### src/rtl/uart_csr_block.sv
// uart_csr_block: register-side owner of the UART CSR interface.
// Holds the baud divisor, control and status registers, serves single-beat
// host reads/writes with a one-cycle response, and captures core events into
// sticky W1C status bits that drive a level interrupt.
//
// Ports:
//   clk, rst_n          clock, synchronous active-low reset
//   csr_req/we/addr/wdata  host request (one beat per cycle, no back-pressure)
//   csr_rdata/rvalid/err   host response, one cycle after the request
//   uart_baud_rate_csr     baud divisor to the core
//   uart_control_0_csr     control fields to the core
//   uart_status_0_csr      status image (same as a STATUS_0 read)
//   parity_error/busy/free core flags
//   irq                    level interrupt
module uart_csr_block #(
  parameter int unsigned             DATA_W   = 32,
  parameter int unsigned             ADDR_W   = 4,
  parameter int unsigned             BAUD_W   = 16,
  parameter logic [BAUD_W-1:0]       BAUD_RST = 16'd27
) (
  input  logic              clk,
  input  logic              rst_n,
  input  logic              csr_req,
  input  logic              csr_we,
  input  logic [ADDR_W-1:0] csr_addr,
  input  logic [DATA_W-1:0] csr_wdata,
  output logic [DATA_W-1:0] csr_rdata,
  output logic              csr_rvalid,
  output logic              csr_err,
  output logic [BAUD_W-1:0] uart_baud_rate_csr,
  output logic [7:0]        uart_control_0_csr,
  output logic [7:0]        uart_status_0_csr,
  input  logic              parity_error,
  input  logic              busy,
  input  logic              free,
  output logic              irq
);

  localparam logic [ADDR_W-1:0] A_BAUD = ADDR_W'(0);
  localparam logic [ADDR_W-1:0] A_CTRL = ADDR_W'(1);
  localparam logic [ADDR_W-1:0] A_STAT = ADDR_W'(2);

  logic [BAUD_W-1:0] baud, baud_nx;
  logic [7:0]        control, control_nx;
  logic              perr_sticky, done_sticky, perr_nx, done_nx;
  logic              parity_q, busy_q, free_q;
  logic              perr_set, done_set;
  logic [1:0]        w1c;
  logic [DATA_W-1:0] rdata_nx;
  logic              err_nx, irq_nx;
  logic [7:0]        status_img;

  assign status_img = {4'b0000, free_q, busy_q, done_sticky, perr_sticky};

  always_comb begin
    baud_nx    = baud;
    control_nx = control;
    rdata_nx   = '0;
    err_nx     = 1'b0;
    w1c        = '0;
    perr_set   = parity_error & ~parity_q;
    done_set   = ~busy & busy_q;

    if (csr_req) begin
      unique case (csr_addr)
        A_BAUD: begin
          if (csr_we) begin
            // A zero divisor is rejected so the core never sees it.
            if (csr_wdata[BAUD_W-1:0] == '0) err_nx = 1'b1;
            else                             baud_nx = csr_wdata[BAUD_W-1:0];
          end else begin
            rdata_nx = DATA_W'(baud);
          end
        end
        A_CTRL: begin
          if (csr_we) control_nx = csr_wdata[7:0];
          else        rdata_nx   = DATA_W'(control);
        end
        A_STAT: begin
          if (csr_we) w1c      = csr_wdata[1:0];
          else        rdata_nx = DATA_W'(status_img);
        end
        default: err_nx = 1'b1;
      endcase
    end

    // A new event in the same cycle as its W1C wins.
    perr_nx = perr_set | (perr_sticky & ~w1c[0]);
    done_nx = done_set | (done_sticky & ~w1c[1]);
    // Built from next-state values so irq rises with the sticky bit.
    irq_nx  = (perr_nx & control_nx[6]) | (done_nx & control_nx[7]);
  end

  always_ff @(posedge clk) begin
    if (!rst_n) begin
      baud        <= BAUD_RST;
      control     <= '0;
      perr_sticky <= 1'b0;
      done_sticky <= 1'b0;
      parity_q    <= 1'b0;
      busy_q      <= 1'b0;
      free_q      <= 1'b0;
      csr_rdata   <= '0;
      csr_rvalid  <= 1'b0;
      csr_err     <= 1'b0;
      irq         <= 1'b0;
    end else begin
      baud        <= baud_nx;
      control     <= control_nx;
      perr_sticky <= perr_nx;
      done_sticky <= done_nx;
      parity_q    <= parity_error;
      busy_q      <= busy;
      free_q      <= free;
      csr_rdata   <= rdata_nx;
      csr_rvalid  <= csr_req;
      csr_err     <= err_nx;
      irq         <= irq_nx;
    end
  end

  assign uart_baud_rate_csr = baud;
  assign uart_control_0_csr = control;
  assign uart_status_0_csr  = status_img;

endmodule
### config.mk
export PLATFORM = sky130hd
export DESIGN_NAME = uart_csr_block
export DESIGN_NICKNAME = d
export VERILOG_FILES = /design/src/rtl/uart_csr_block.sv
export SDC_FILE = /design/constraint.sdc
export NUM_CORES = 1
export LEC_CHECK = 0
export BUFFER_PORTS_ARGS = -buffer_cell sky130_fd_sc_hd__buf_2
export CORE_MARGIN = 2
export CORE_UTILIZATION = 48
export DETAILED_ROUTE_END_ITERATION = 10
export GPL_TIMING_DRIVEN = 0
export PLACE_DENSITY_LB_ADDON = 0.15
export SLEW_MARGIN = 20
export SYNTH_ARGS = -nofsm -noshare
export SYNTH_HDL_FRONTEND = slang
export SYNTH_SLANG_ARGS = --single-unit
### constraint.sdc
create_clock -name clk -period 3.4 [get_ports clk]
set_input_delay 0.17 -clock clk [delete_from_list [all_inputs] [get_ports clk]]
set_output_delay 0.17 -clock clk [all_outputs]
set_load 0.03 [all_outputs]
== After elaboration in Yosys (flattened, before gate mapping) ==
Index checks and enable logic that the tools add are counted.
Widths: inputs -> output; s select.

* Multiply operators: 0
* Bitwise operators: 14
* Reductions and logical operators: 6
* Equal/unequal tests: 2
* Multiplexer cells: 13
* Shift-type cells: 0
* Add/subtract/negate cells: 0
* Div/mod/pow operators: 0
* Magnitude comparators: 0

{| class="wikitable"
|+ Operator list
! cell !! count
|-
| $pmux 16 s3 || 1
|-
| $mux 8 || 4
|-
| $logic_not 16->1 || 1
|-
| $mux 16 || 1
|-
| $and 1x1->1 || 6
|-
| $mux 2 || 3
|-
| $not 1->1 || 5
|-
| $eq 4x1->1 const B || 1
|-
| $eq 4x2->1 const B || 1
|-
| $logic_not 4->1 || 1
|-
| $mux 4 || 1
|-
| $reduce_and 4->1 || 1
|-
| $or 1x1->1 || 3
|-
| $reduce_and 3->1 || 1
|-
| $mux 1 || 2
|-
| $pmux 1 s2 || 1
|-
| $reduce_and 2->1 || 1
|-
| $reduce_or 2->1 || 1
|}

* RAM bits: 0
* Memories kept: 0
* ROM bits: 0
* Register bits after elaboration: 64
* Input bits: 43
* Output and inout bits: 67
* Bits in latches: 0

== Logic depth before layout (Yosys ltp) ==
* Word-level depth: 8
* Mapped depth: 6

== Worst setup path before layout ==
No wires, ideal clock.

* Path kind: input-to-reg
* Start point: input port csr_addr[3]
* End point: register baud[10] (netlist: uart_baud_rate_csr[10])
* Library setup time: 72 ps
* Data arrival time: 1128 ps
* Stages: 6
* Required time: 3328 ps
* Slack: 2200 ps
* Path buffers: 2
* Cells stage by stage: nor2_4 > and4b_1 > nor3b_2 > buf_6 > buf_12 > mux2i_1

* Word-level cells in the longest chain between the ends: 2

{| class="wikitable"
|+ Ends and longest elaborated chain
! what !! RTL line !! source
|-
| from (decl) || 25 || <nowiki>input logic [ADDR_W-1:0] csr_addr,</nowiki>
|-
| $logic_not 4->1 || 65 || <nowiki>unique case (csr_addr)</nowiki>
|-
| $reduce_and 4->1 (no line) || - ||
|-
| to (signal assigned) || 108 || <nowiki>baud <= baud_nx;</nowiki>
|-
| to (decl) || 43 || <nowiki>logic [BAUD_W-1:0] baud, baud_nx;</nowiki>
|}

No other way between the ends.
A chain may end at the register's enable or synchronous reset.

== Worst setup path after layout ==
* Start point: input port csr_wdata[2]
* End point: register baud[10] (netlist: uart_baud_rate_csr[10])

* Word-level cells in the longest chain between the ends: 3

{| class="wikitable"
|+ Ends and longest elaborated chain
! what !! RTL line !! source
|-
| from (decl) || 26 || <nowiki>input logic [DATA_W-1:0] csr_wdata,</nowiki>
|-
| $logic_not 16->1 || 69 || <nowiki>if (csr_wdata[BAUD_W-1:0] == '0) err_nx = 1'b1;</nowiki>
|-
| $not 1->1 (no line) || - ||
|-
| $reduce_and 4->1 (no line) || - ||
|}

No other way between the ends.

==> summary.txt <==
Synthesis
  • Synth Cell Area: 2090 um2
  • Sequential element share of the synthesized area: 0.461
  • FFs w/ async S/R, synth: 0
  • Yosys Warn Count: 0
  • Syn_area_per_cell: approximately 10 um2
  • Syn Inst Count: 212
  • Post-synth top area share: 0.461
  • Yosys top cell by area: dfxtp_1
  • Top cells by area, synth: dfxtp_1, mux2i_1, buf_4
  • Ys flop type: dfxtp_1
  • Most frequent cell after synthesis: dfxtp_1
  • FF+latch count, synth: 48
  • Most common library cells after synthesis: dfxtp_1, mux2i_1, nand2_1
  • Post-synthesis cell type count: 31
  • Number of synthesized flops with an enable pin: 0

Setup path
  • Worst r2r src: busy_q
  • Startpoint types: input port
  • Critical path launch point: csr_wdata[2]
  • CP max FO: 10
  • Setup CP Type: input port to flop
  • Crit. End Element: flop
  • Arrival @ worst endpoint: 1.52 ns
  • CP required: 3.63 ns

Power and ir drop
  • Leak pwr: 1.35 nW
  • Worst VDD drop: ~190 uV
  • PwrDens: 399 nW/um2

Timing
  • Min Tclk post-route: roughly 1.3 ns
  • Final hold violations: 0
  • Final setup vio count: 0
  • Final period util: 0.382
  • Worst Tran Pin Value: 0.598 ns
  • RSZ-0062 raised after global routing: false
  • Worst Clk Skew: around 0.0038 ns
  • Final worst slack: 2.10 ns
  • Rel. slew slack: 0.601
  • Peak Freq: 0.771 GHz
  • Max-slew violations: 0
  • Setup TNS: 0 ns

Clock network
  • Post-CTS sizing: 0
  • CTS buffer count: 5
  • Root buf cell: clkbuf_8
  • Clock Path Buffers: 2
  • CTS clk-pin slew, worst paths: 0.09 ns
  • H-tree depth: 2
  • Num Clock Sinks: 48
  • Skew-Pair Late Insertion Delay: about 0.30 ns
  • CTS tree: yes
  • Hold_buf cts: 0
  • Postcts setup bufs: 0

Floorplan
  • Initial Util: 0.510
  • I/O pin cnt: 110
  • Die Area: a little under 5000 um2
  • Core area: 4090 um2
  • Row count: 23
  • Die X: 69.9 um
  • Die height: approximately 70 um

Drt
  • Via count: around 1700
  • Antenna Nets Post-Route: 0
  • DRC violations left: 0
  • Wire per inst: about 13 um
  • Post-Route WL: 4.59 mm
  • Detail-routed via count per cell: 4.72
  • Drt pass-1 iters: 4
  • Drt initial violations: 57

Hold path
  • Hold path start: parity_error
  • Worst hold path type: input port to flop

Layout
  • Inserted Diodes: 0
  • Final nets: 353
  • Layout cells sized above 1: 0.370
  • Syn-to-layout area delta: 28.1%

GRT
  • Antenna violations before repair: 0
  • Total grt overflow: 0
  • Vias in the first global route: 1616
  • Gr usage total: 0.192
  • Largest net degree at the start of global routing: 17
  • First-pass GRT wire length: 7.53 mm

Run status
  • Status: completed

Place
  • Number of port buffers: 72
  • DP Worst Slack: about 1.8 ns
  • Dpl hpwl: 3.58 mm
  • Final GP Congestion: 0.762

Flow run
  • # Max-Cap Violations: 0
-- through the flow --
step | power [mW] | util | cell area (um2) | std cells | hold WS [ns]
after floorplan | 0.692 | - | 2160 | 231 | 0.281
after global placement | 0.731 | 0.631 | 2580 | 353 | 0.372
after detailed placement | 0.733 | 0.631 | 2580 | 353 | 0.384
after CTS | 1.07 | 0.654 | 2670 | 361 | 0.0681
after global routing | 1.11 | 0.654 | 2670 | 361 | 0.0788
final | 1.07 | 0.654 | 2670 | 361 | 0.0684
-- final timing paths --
path                            cells past startpoint  slack, ns                endpoint
worst max-delay path                                7       2.10  uart_baud_rate_csr[10]
worst min-delay path                                3       0.07                parity_q
worst max register to register                      4       2.30                     irq
worst min register to register                      2       0.47  uart_baud_rate_csr[15]
-- logic make-up (layout without fill, tap and decap cells) --
kind of cell / count (synthesis) / count (layout) / synth area share
AO/OA/AOI/OAI: 9 / 9 / 0.0258
multiplexers: 32 / 32 / 0.154
flip-flops: 48 / 48 / 0.461
buffers and inverters: 37 / 117 / 0.127
AND/OR/NAND/NOR: 85 / 85 / 0.232
other: 1 / 20 / 0.00180
-- critical path, stage by stage --
cell and delay (ns):
buf_2 0.12, nor4_1 0.39, and4_1 0.31, nor3b_2 0.07, buf_6 0.14, buf_12 0.15
mux2i_1 0.18
-- cell usage in the layout, fill, tap and decap left out, drive strengths merged, types with 2 or more instances in the layout --
cell type,synthesis,layout
nor4,4,4
nor2b,16,16
a21oi,4,4
a31oi,2,2
inv,4,4
clkinvlp,0,2
mux2i,32,32
and2,10,10
dfxtp,48,48
nand2,27,27
clkbuf,5,10
buf,28,100
conb,1,20
nor2,16,16
and2b,2,2
nand4,2,2
-- power breakdown --
part	switching [mW]	leakage, nW	total (mW)	internal, mW
clock	0.200	0.0404	0.345	0.146
sequential	0.00451	0.389	0.574	0.569
combinational	0.0910	0.919	0.147	0.0558
total	0.295	1.35	1.07	0.771
-- metal layers --
layer / up-vias / share of wire / GRT usage
met1: 782 / 0.45 / 0.245
met5: - / 0 / 0
met3: 6 / 0.065 / 0.0476
met2: 64 / 0.47 / 0.319
li1: 852 / - / -
met4: 0 / 0.014 / 0.0641
-- state kept, by name, indices dropped and copies added (netlist names) --
name,flops
csr_rdata,16
uart_baud_rate_csr,16
uart_control_0_csr,8
busy_q,1
csr_err,1
csr_rvalid,1
done_sticky,1
free_q,1
irq,1
parity_q,1
perr_sticky,1
-- cell type report --
type,instances,area (um2)
repair buffers,72,360
multi-input cells,146,932
well taps,50,62.6
clock inverters,3,23.8
fillers,384,1410
inverters,4,15.0
plain buffers,33,249
flip-flops and latches,48,961
clock buffers,5,68.8
Note: power is estimated with default switching activity, not from simulation.
